==> src/rtl/inst_queue_pkg.sv <==
// Shared pipeline types: the fetch-to-decode record, queue entry and queue depth.
package inst_queue_pkg;

    localparam int IQ_DEPTH = 4;

    // One buffered instruction as returned by the instruction bus.
    typedef struct packed {
        logic [31:0] pc;
        logic [31:0] instr;
    } iq_entry_t;

    // Record handed to the decode stage.
    typedef struct packed {
        logic        valid;
        logic [31:0] pc;
        logic [31:0] instr;
    } D_type;

endpackage

==> src/rtl/inst_queue_chk.sv <==
// Protocol checks for the instruction queue: responses need an outstanding request,
// and a push may only land in a full queue when a pop frees a slot in the same cycle.
module inst_queue_chk (
    input logic clk,
    input logic resetn,
    input logic resp_fire_i,
    input logic outst_zero_i,
    input logic push_i,
    input logic pop_i,
    input logic full_i
);

    a_resp_needs_outstanding: assert property (@(posedge clk) disable iff (!resetn)
        !(resp_fire_i && outst_zero_i));

    a_no_push_into_full: assert property (@(posedge clk) disable iff (!resetn)
        !(push_i && full_i && !pop_i));

endmodule

==> src/rtl/iq_ram.sv <==
// Entry storage for the instruction queue: one write port, one asynchronous read port.
// Contents are intentionally not reset; the queue pointers decide what is valid.
module iq_ram
    import inst_queue_pkg::*;
#(
    parameter int DEPTH = IQ_DEPTH,
    parameter int AW    = $clog2(DEPTH)
) (
    input  logic            clk,
    input  logic            we_i,
    input  logic [AW-1:0]   waddr_i,
    input  iq_entry_t       wdata_i,
    input  logic [AW-1:0]   raddr_i,
    output iq_entry_t       rdata_o
);

    iq_entry_t mem_q [DEPTH];

    // Write the returning instruction into its slot.
    always_ff @(posedge clk) begin
        if (we_i) begin
            mem_q[waddr_i] <= wdata_i;
        end
    end

    assign rdata_o = mem_q[raddr_i];

endmodule

==> src/rtl/inst_queue.sv <==
// Instruction queue between fetch and decode. Every issued ibus request owns a
// reserved slot, so a response can always be stored. After a redirect, responses
// to requests issued before it are counted in discard_q and dropped in order.
module inst_queue
    import inst_queue_pkg::*;
#(
    parameter int DEPTH = IQ_DEPTH
) (
    input  logic        clk,
    input  logic        resetn,
    input  logic        flush,
    input  logic        req_fire,
    input  logic        resp_fire,
    input  logic [31:0] resp_pc,
    input  logic [31:0] resp_instr,
    output logic        issue_ok,
    output logic        d_valid,
    output logic [31:0] d_pc,
    output logic [31:0] d_instr,
    input  logic        d_ready
);

    localparam int AW = $clog2(DEPTH);
    localparam int PW = AW + 1;

    logic [PW-1:0] head_q, head_d;
    logic [PW-1:0] tail_q, tail_d;
    logic [PW-1:0] outst_q, outst_d;
    logic [PW-1:0] discard_q, discard_d;

    logic [PW-1:0] count_s;
    logic [PW-1:0] req_ext_s;
    logic [PW-1:0] resp_ext_s;
    logic [PW:0]   reserved_s;
    logic          pop_s;
    logic          push_s;
    logic          drop_s;
    logic          full_s;
    iq_entry_t     wr_entry_s;
    iq_entry_t     rd_entry_s;

    assign count_s    = tail_q - head_q;
    assign full_s     = (count_s == PW'(DEPTH));
    assign req_ext_s  = {{(PW-1){1'b0}}, req_fire};
    assign resp_ext_s = {{(PW-1){1'b0}}, resp_fire};
    assign reserved_s = {1'b0, count_s} + {1'b0, outst_q};

    assign issue_ok = (reserved_s < (PW+1)'(DEPTH));
    assign d_valid  = (count_s != {PW{1'b0}});
    assign d_pc     = rd_entry_s.pc;
    assign d_instr  = rd_entry_s.instr;

    assign wr_entry_s = '{pc: resp_pc, instr: resp_instr};

    // Classify this cycle's events: a flush suppresses both pop and push.
    always_comb begin
        drop_s = resp_fire && (discard_q != {PW{1'b0}});
        pop_s  = d_valid && d_ready && !flush;
        push_s = resp_fire && !drop_s && !flush;
    end

    // Next-state for pointers and counters.
    always_comb begin
        head_d    = head_q;
        tail_d    = tail_q;
        outst_d   = outst_q + req_ext_s - resp_ext_s;
        discard_d = discard_q;
        if (flush) begin
            head_d    = tail_q;
            discard_d = outst_q + req_ext_s - resp_ext_s;
        end else begin
            if (pop_s) begin
                head_d = head_q + {{(PW-1){1'b0}}, 1'b1};
            end else begin
                head_d = head_q;
            end
            if (push_s) begin
                tail_d = tail_q + {{(PW-1){1'b0}}, 1'b1};
            end else begin
                tail_d = tail_q;
            end
            if (drop_s) begin
                discard_d = discard_q - {{(PW-1){1'b0}}, 1'b1};
            end else begin
                discard_d = discard_q;
            end
        end
    end

    // Pointer and counter registers with synchronous active-low reset.
    always_ff @(posedge clk) begin
        if (!resetn) begin
            head_q    <= {PW{1'b0}};
            tail_q    <= {PW{1'b0}};
            outst_q   <= {PW{1'b0}};
            discard_q <= {PW{1'b0}};
        end else begin
            head_q    <= head_d;
            tail_q    <= tail_d;
            outst_q   <= outst_d;
            discard_q <= discard_d;
        end
    end

    iq_ram #(
        .DEPTH (DEPTH),
        .AW    (AW)
    ) u_ram (
        .clk     (clk),
        .we_i    (push_s && resetn),
        .waddr_i (tail_q[AW-1:0]),
        .wdata_i (wr_entry_s),
        .raddr_i (head_q[AW-1:0]),
        .rdata_o (rd_entry_s)
    );

    inst_queue_chk u_chk (
        .clk          (clk),
        .resetn       (resetn),
        .resp_fire_i  (resp_fire),
        .outst_zero_i (outst_q == {PW{1'b0}}),
        .push_i       (push_s),
        .pop_i        (pop_s),
        .full_i       (full_s)
    );

endmodule

==> config.mk <==
export PLATFORM = sky130hd
export DESIGN_NAME = inst_queue
export DESIGN_NICKNAME = d
export VERILOG_FILES = /design/src/rtl/inst_queue_pkg.sv /design/src/rtl/inst_queue_chk.sv /design/src/rtl/iq_ram.sv /design/src/rtl/inst_queue.sv
export SDC_FILE = /design/constraint.sdc
export NUM_CORES = 1
export LEC_CHECK = 0
export BUFFER_PORTS_ARGS = -buffer_cell sky130_fd_sc_hd__buf_2
export CAP_MARGIN = 10
export CORE_ASPECT_RATIO = 0.9
export CORE_MARGIN = 4
export CORE_UTILIZATION = 50
export DETAILED_ROUTE_END_ITERATION = 10
export PLACE_DENSITY = 0.82
export SYNTH_ARGS = -nofsm -noshare
export SYNTH_HDL_FRONTEND = slang
export SYNTH_SLANG_ARGS = --single-unit
export TNS_END_PERCENT = 1
==> constraint.sdc <==
create_clock -name clk -period 9.25 [get_ports clk]
set_input_delay 0.925 -clock clk [delete_from_list [all_inputs] [get_ports clk]]
set_output_delay 0.925 -clock clk [all_outputs]
set_load 0.05 [all_outputs]
After elaboration in Yosys (flattened, before gate mapping)
Memory sizes are Yosys's and may differ from the RTL's. A register that Yosys moved wholly into a read port is not among the register bits.
Index checks and enable logic that the tools add are counted.
{"block": "word_totals", "ff_bits": 12, "latchBits": 0, "ram_bits": 256, "romBits": 0, "inputBits": 70, "out_inout_bits": 66, "wordCells": 35, "memories": 1}
{"block": "op_classes", "add_sub_neg": 7, "mul": 0, "n_div": 0, "magnitude_cmp": 1, "n_eq_ne": 0, "shift": 0, "muxes": 8, "bitwise": 1, "reduce_logical": 13}
{"name": "u_ram.mem_q", "depth": 4, "word_bits": 64, "read_ports": 1, "rd_clocked_by_memory_dff": 1, "write_ports": 1, "line_no": "iq_ram.sv:17", "text": "iq_entry_t mem_q [DEPTH];"}
{"cell": "2-to-1 mux 3 bit", "n": 4}
{"cell": "adder 3 x 1 -> 3 bit (second input constant)", "n": 2}
{"cell": "logical AND 1 bit", "n": 6}
{"cell": "nonzero test 3 bit", "n": 2}
{"cell": "adder 3 x 3 -> 4 bit", "n": 1}
{"cell": "< comparator 4 x 3 -> 1 bit (second input constant)", "n": 1}
{"cell": "2-to-1 mux 2 bit", "n": 2}
{"cell": "nonzero test 2 bit", "n": 2}
{"cell": "adder 3 x 1 -> 3 bit", "n": 1}
{"cell": "subtractor 3 x 1 -> 3 bit", "n": 1}
{"cell": "subtractor 3 x 1 -> 3 bit (second input constant)", "n": 1}
{"cell": "subtractor 3 bit", "n": 1}
{"cell": "zero test 1 bit", "n": 2}
{"cell": "2-to-1 mux 1 bit", "n": 2}
{"cell": "AND reduction 2 bit", "n": 1}
{"cell": "NOT 1 bit", "n": 1}

Logic depth before layout (Yosys ltp)
{"block": "depth", "ltp_word": 8, "depth_mapped": 8, "depth_no_buf": 8}

Modules after synthesis
From an unflattened synthesis, not the netlist that was laid out.
{"block": "unflattened", "cells_unflattened": 425, "area_unflattened_um2": 10147.2}
{"mod": "iq_ram", "n_inst": 1, "cells_per_inst": 338, "area_per_inst_um2": 9341.5, "seq_area_each_um2": 7687.4}
{"mod": "inst_queue", "n_inst": 1, "cells_per_inst": 87, "area_per_inst_um2": 805.8, "seq_area_each_um2": 240.2}

Least setup slack after synthesis
No wires, ideal clock.
{"block": "synth_path", "kind": "register to output", "start": "reg tail_q[0]", "end": "out issue_ok", "arrival_time_ns": 3.153, "t_required_ns": 8.325, "slack_ns": 5.172, "path_stages_with_launch": 9, "cell_sequence": "dfxtp_1 inv_1 ha_1 inv_1 fa_1 xor3_2 inv_2 ha_1 nor4_1"}
{"block": "synth_via", "elab_chain_len": 3}
{"element": "start, declared", "line_no": "inst_queue.sv:27", "text": "logic [PW-1:0] tail_q, tail_d;"}
{"element": "start signal, assigned", "line_no": "inst_queue.sv:94", "text": "tail_q <= {PW{1'b0}};"}
{"element": "start signal, assigned", "line_no": "inst_queue.sv:99", "text": "tail_q <= tail_d;"}
{"element": "subtractor 3 bit", "line_no": "inst_queue.sv:42", "text": "assign count_s = tail_q - head_q;"}
{"element": "adder 3 x 3 -> 4 bit", "line_no": "inst_queue.sv:46", "text": "assign reserved_s = {1'b0, count_s} + {1'b0, outst_q};"}
{"element": "< comparator 4 x 3 -> 1 bit", "line_no": "inst_queue.sv:48", "text": "assign issue_ok = (reserved_s < (PW+1)'(DEPTH));"}
{"element": "end, declared", "line_no": "inst_queue.sv:16", "text": "output logic issue_ok,"}
No other way between the ends.

Final worst setup path
Ends and elaborated chain as after synthesis.

==> flow_summary.yaml <==
status:
  status: "completed"
setup_path:
  timing.rr.end: "u_ram.mem_q[2][38]"
  crit_path_top_delay_cell: "fa_1"
  r2r_start: "discard_q[0]"
  r2r_cells: 5
  crit_path_cell_trace: "inv_1 > ha_1 > inv_1 > fa_1 > xor3_2 > inv_2 > ha_1 > nor4_1 > buf_2"
  worstPathMaxFanout: 6
  r2r_slack_ns: 6.85
  crit_family: "adder cells"
  cp_data_required_time_ns: 8.33
  crit_arrival_ns: 2.91
  timing.critical_path.buf_inv: 4
  path_class: "reg2out"
  cp-end-kind: "output pin"
  cp-startpoint: "tail_q[0]"
  cpPeakStageDelay_ns: 0.38
  cp-start-kind: "register"
pwr:
  power_frac_seq_pct: 49.0
  p_sw_uw: 749
  power_density_nw_per_um2: 240
  p_clk_share_pct: 35.1
  internal_power_mw: 2.10
  ir_drop_v: 0.000135
  power_leakage_nw: 3.99
  netSwitchingFraction_pct: 26.2
  power_frac_comb_pct: 15.9
cts:
  clock_sinks: 270
  clk_pin_slew_ns: 0.06
  clk_path_buf_depth: 3
  cts_buffers: 27
  cts_hold_buffers: 0
  cts_tree: "built"
  postCtsSetupBuffers: 0
  clock_latency_ns: 0.51
  htreeDepth: 1
  cts-resized-gates: 0
  clock-root-buffer: "clkbuf_16"
cells_and_area:
  fillCellCount: 1410
  areaGrowthSynthToFinish_pct: 17.3
  multi_input_area_um2: 2050
  finalNetCount: 663
  fin_area_um2: 11900
  drive_above_1_share_pct: 41.5
  register_area_um2: 7980
logic_synthesis:
  synth-seq-cells: 270
  synth_top_cell_by_area: "edfxtp_1"
  synth_top_cell_area_share_pct: 75.8
  synth_most_common_cell: "edfxtp_1"
  synthCells: 431
  synth.area.top_cells: "edfxtp_1, mux4_2, dfxtp_1"
  synth_nets: 515
  synth_edf_count: 256
  synth_area_um2: 10100
  synth_cell_types: 39
  synthTopCellsByCount: "edfxtp_1, mux4_2, dfxtp_1, inv_1, ha_1"
  synthArstFlopShare_pct: 0
  synth_warnings: 0
  ys_seq_area_share_pct: 78.6
  synth_top_flop_cell: "edfxtp_1"
  syn_avg_cell_area_um2: 23.5
drt:
  drt_pre_antenna_iters: 4
  drt-initial-drc-count: 274
  antenna_left: 0
  wl_per_cell_um: 21.7
  via_per_inst: 5.59
  num_vias: 4769
  drc: 0
  wirelength_um: 18500
grt:
  grtUsageTotal_pct: 16.5
  grt_max_degree: 65
  grt_first_pass_wirelength_um: 28700
  grt_pass1_vias: 5222
  top_usage_layer: "met2"
  met2_usage_pct: 27.2
  groute.layer.met1.usage_pct: 22.2
  antenna_found_initial: 3
  globalRouteMet3Util_pct: 4.48
  grt_overflow: 0
worst_hold_path:
  hold_path_end: "head_q[2]"
  min_path_cells: 2
  worstHoldStart: "head_q[2]"
  hp-class: "reg2reg"
floorplanning:
  coreArea_um2: 20000
  placement_rows: 49
  die_h_um: 143
  die_w_um: 158
  dieArea_um2: 22600
  ioPinCount: 136
  initial_core_util_pct: 50.7
placed_design:
  hpwl_um: 11100
  place.gp.congestion: 0.794
  dpl_cell_area_um2: 11100
  io_buffers: 135
flow_run:
  maxCapViolations: 0
sta:
  grt_setup_unrepaired: "false"
  timing.hold.ws_ns: 0.577
  hold_viol: 0
  slew_violations: 0
  clock_skew_ns: 0.00911
  setup_tns_ns: 0
  finalCriticalPeriod_ns: 3.84
  period_share_pct: 41.5
  setup_viol_count_final: 0
  fmax_ghz: 0.261
  slew_headroom_pct: 32.3
  tightest_slew_ns: 1.02
tightest hold or removal path: stages (launching register included):
cell and delay, ns:
dfxtp_1 0.33, nor2_1 0.13, a211oi_2 0.07
sequential cells by signal, indices dropped and copies added (netlist names), named ones only:
signal / count
outst_q: 3
u_ram.mem_q: 256
discard_q: 3
tail_q: 3
head_q: 3
metal layers:
metal,routed length [um],part of all wire (%)
met5,21,0.11
met4,377,2.0
met2,9300,50
met1,7600,41
met3,1170,6.4
final cells by class:
type                    count  area share (%)
clock buffers              34            5.90
multi-input cells         129            17.2
inverters                  15           0.473
flip-flops and latches    270            67.1
diodes                      1          0.0210
repair buffers            136            5.74
well taps                 255            2.68
clock inverters            13           0.905
kinds of logic (layout without fill, tap and decap cells):
logic type / count (synthesis) / count (layout) / synth area share [%]
flops: 270 / 270 / 78.6
mux: 65 / 65 / 14.3
buf+inv: 32 / 198 / 1.44
simple gates: 28 / 28 / 1.65
compound gates: 16 / 16 / 1.46
fa+ha+maj: 14 / 14 / 1.88
xor+xnor: 6 / 6 / 0.679
other cells: 0 / 1 / 0
power groups by stage:
stage / Sequential [mW] / Combinational [mW] / Clock [mW]
after detailed placement: 1.43 / 0.456 / 0
after global placement: 1.42 / 0.443 / 0
after global routing: 1.40 / 0.483 / 1.08
after CTS: 1.40 / 0.458 / 1.03
after floorplan: 1.40 / 0.369 / 0
final: 1.40 / 0.453 / 1.00
worst max-delay path by stage:
stage / end / slack (ns) / cells after the start
floorplan: issue_ok / 5.17 / 8
global placement: d_pc[14] / 5.94 / 3
detailed placement: d_pc[26] / 5.91 / 3
CTS: d_pc[26] / 5.35 / 3
global route: d_pc[26] / 5.22 / 3
finish: issue_ok / 5.41 / 9
metrics by stage:
stage / setup WS, ns / total power, mW / utilization [%] / std cells
finish: 5.41 / 2.85 / 59.5 / 853
global route: 5.22 / 2.97 / 59.5 / 853
CTS: 5.35 / 2.88 / 59.5 / 852
detailed placement: 5.91 / 1.88 / 55.4 / 805
global placement: 5.94 / 1.87 / 55.4 / 805
floorplan: 5.17 / 1.77 / - / 431
placed cells by master, fill, tap and decap left out, types with 2 or more instances in the layout:
cell type    n
nand2b_1     2
nor2_1       3
clkinv_1     6
o21ai_0      2
edfxtp_1   256
nor2b_1      3
a2111oi_2    2
a211oi_2     2
dfxtp_4      2
dfxtp_1     12
fa_1         2
nand3_1      2
o211a_1      2
inv_1       14
clkbuf_16   27
o211ai_1     3
and3_4       4
buf_2      135
ha_1        12
bufinv_16    2
mux4_2      64
nand2_1      3
and2_1       5
clkinv_2     5
clkbuf_1     7
xnor2_1      4
(Power assumes the default switching activity.)
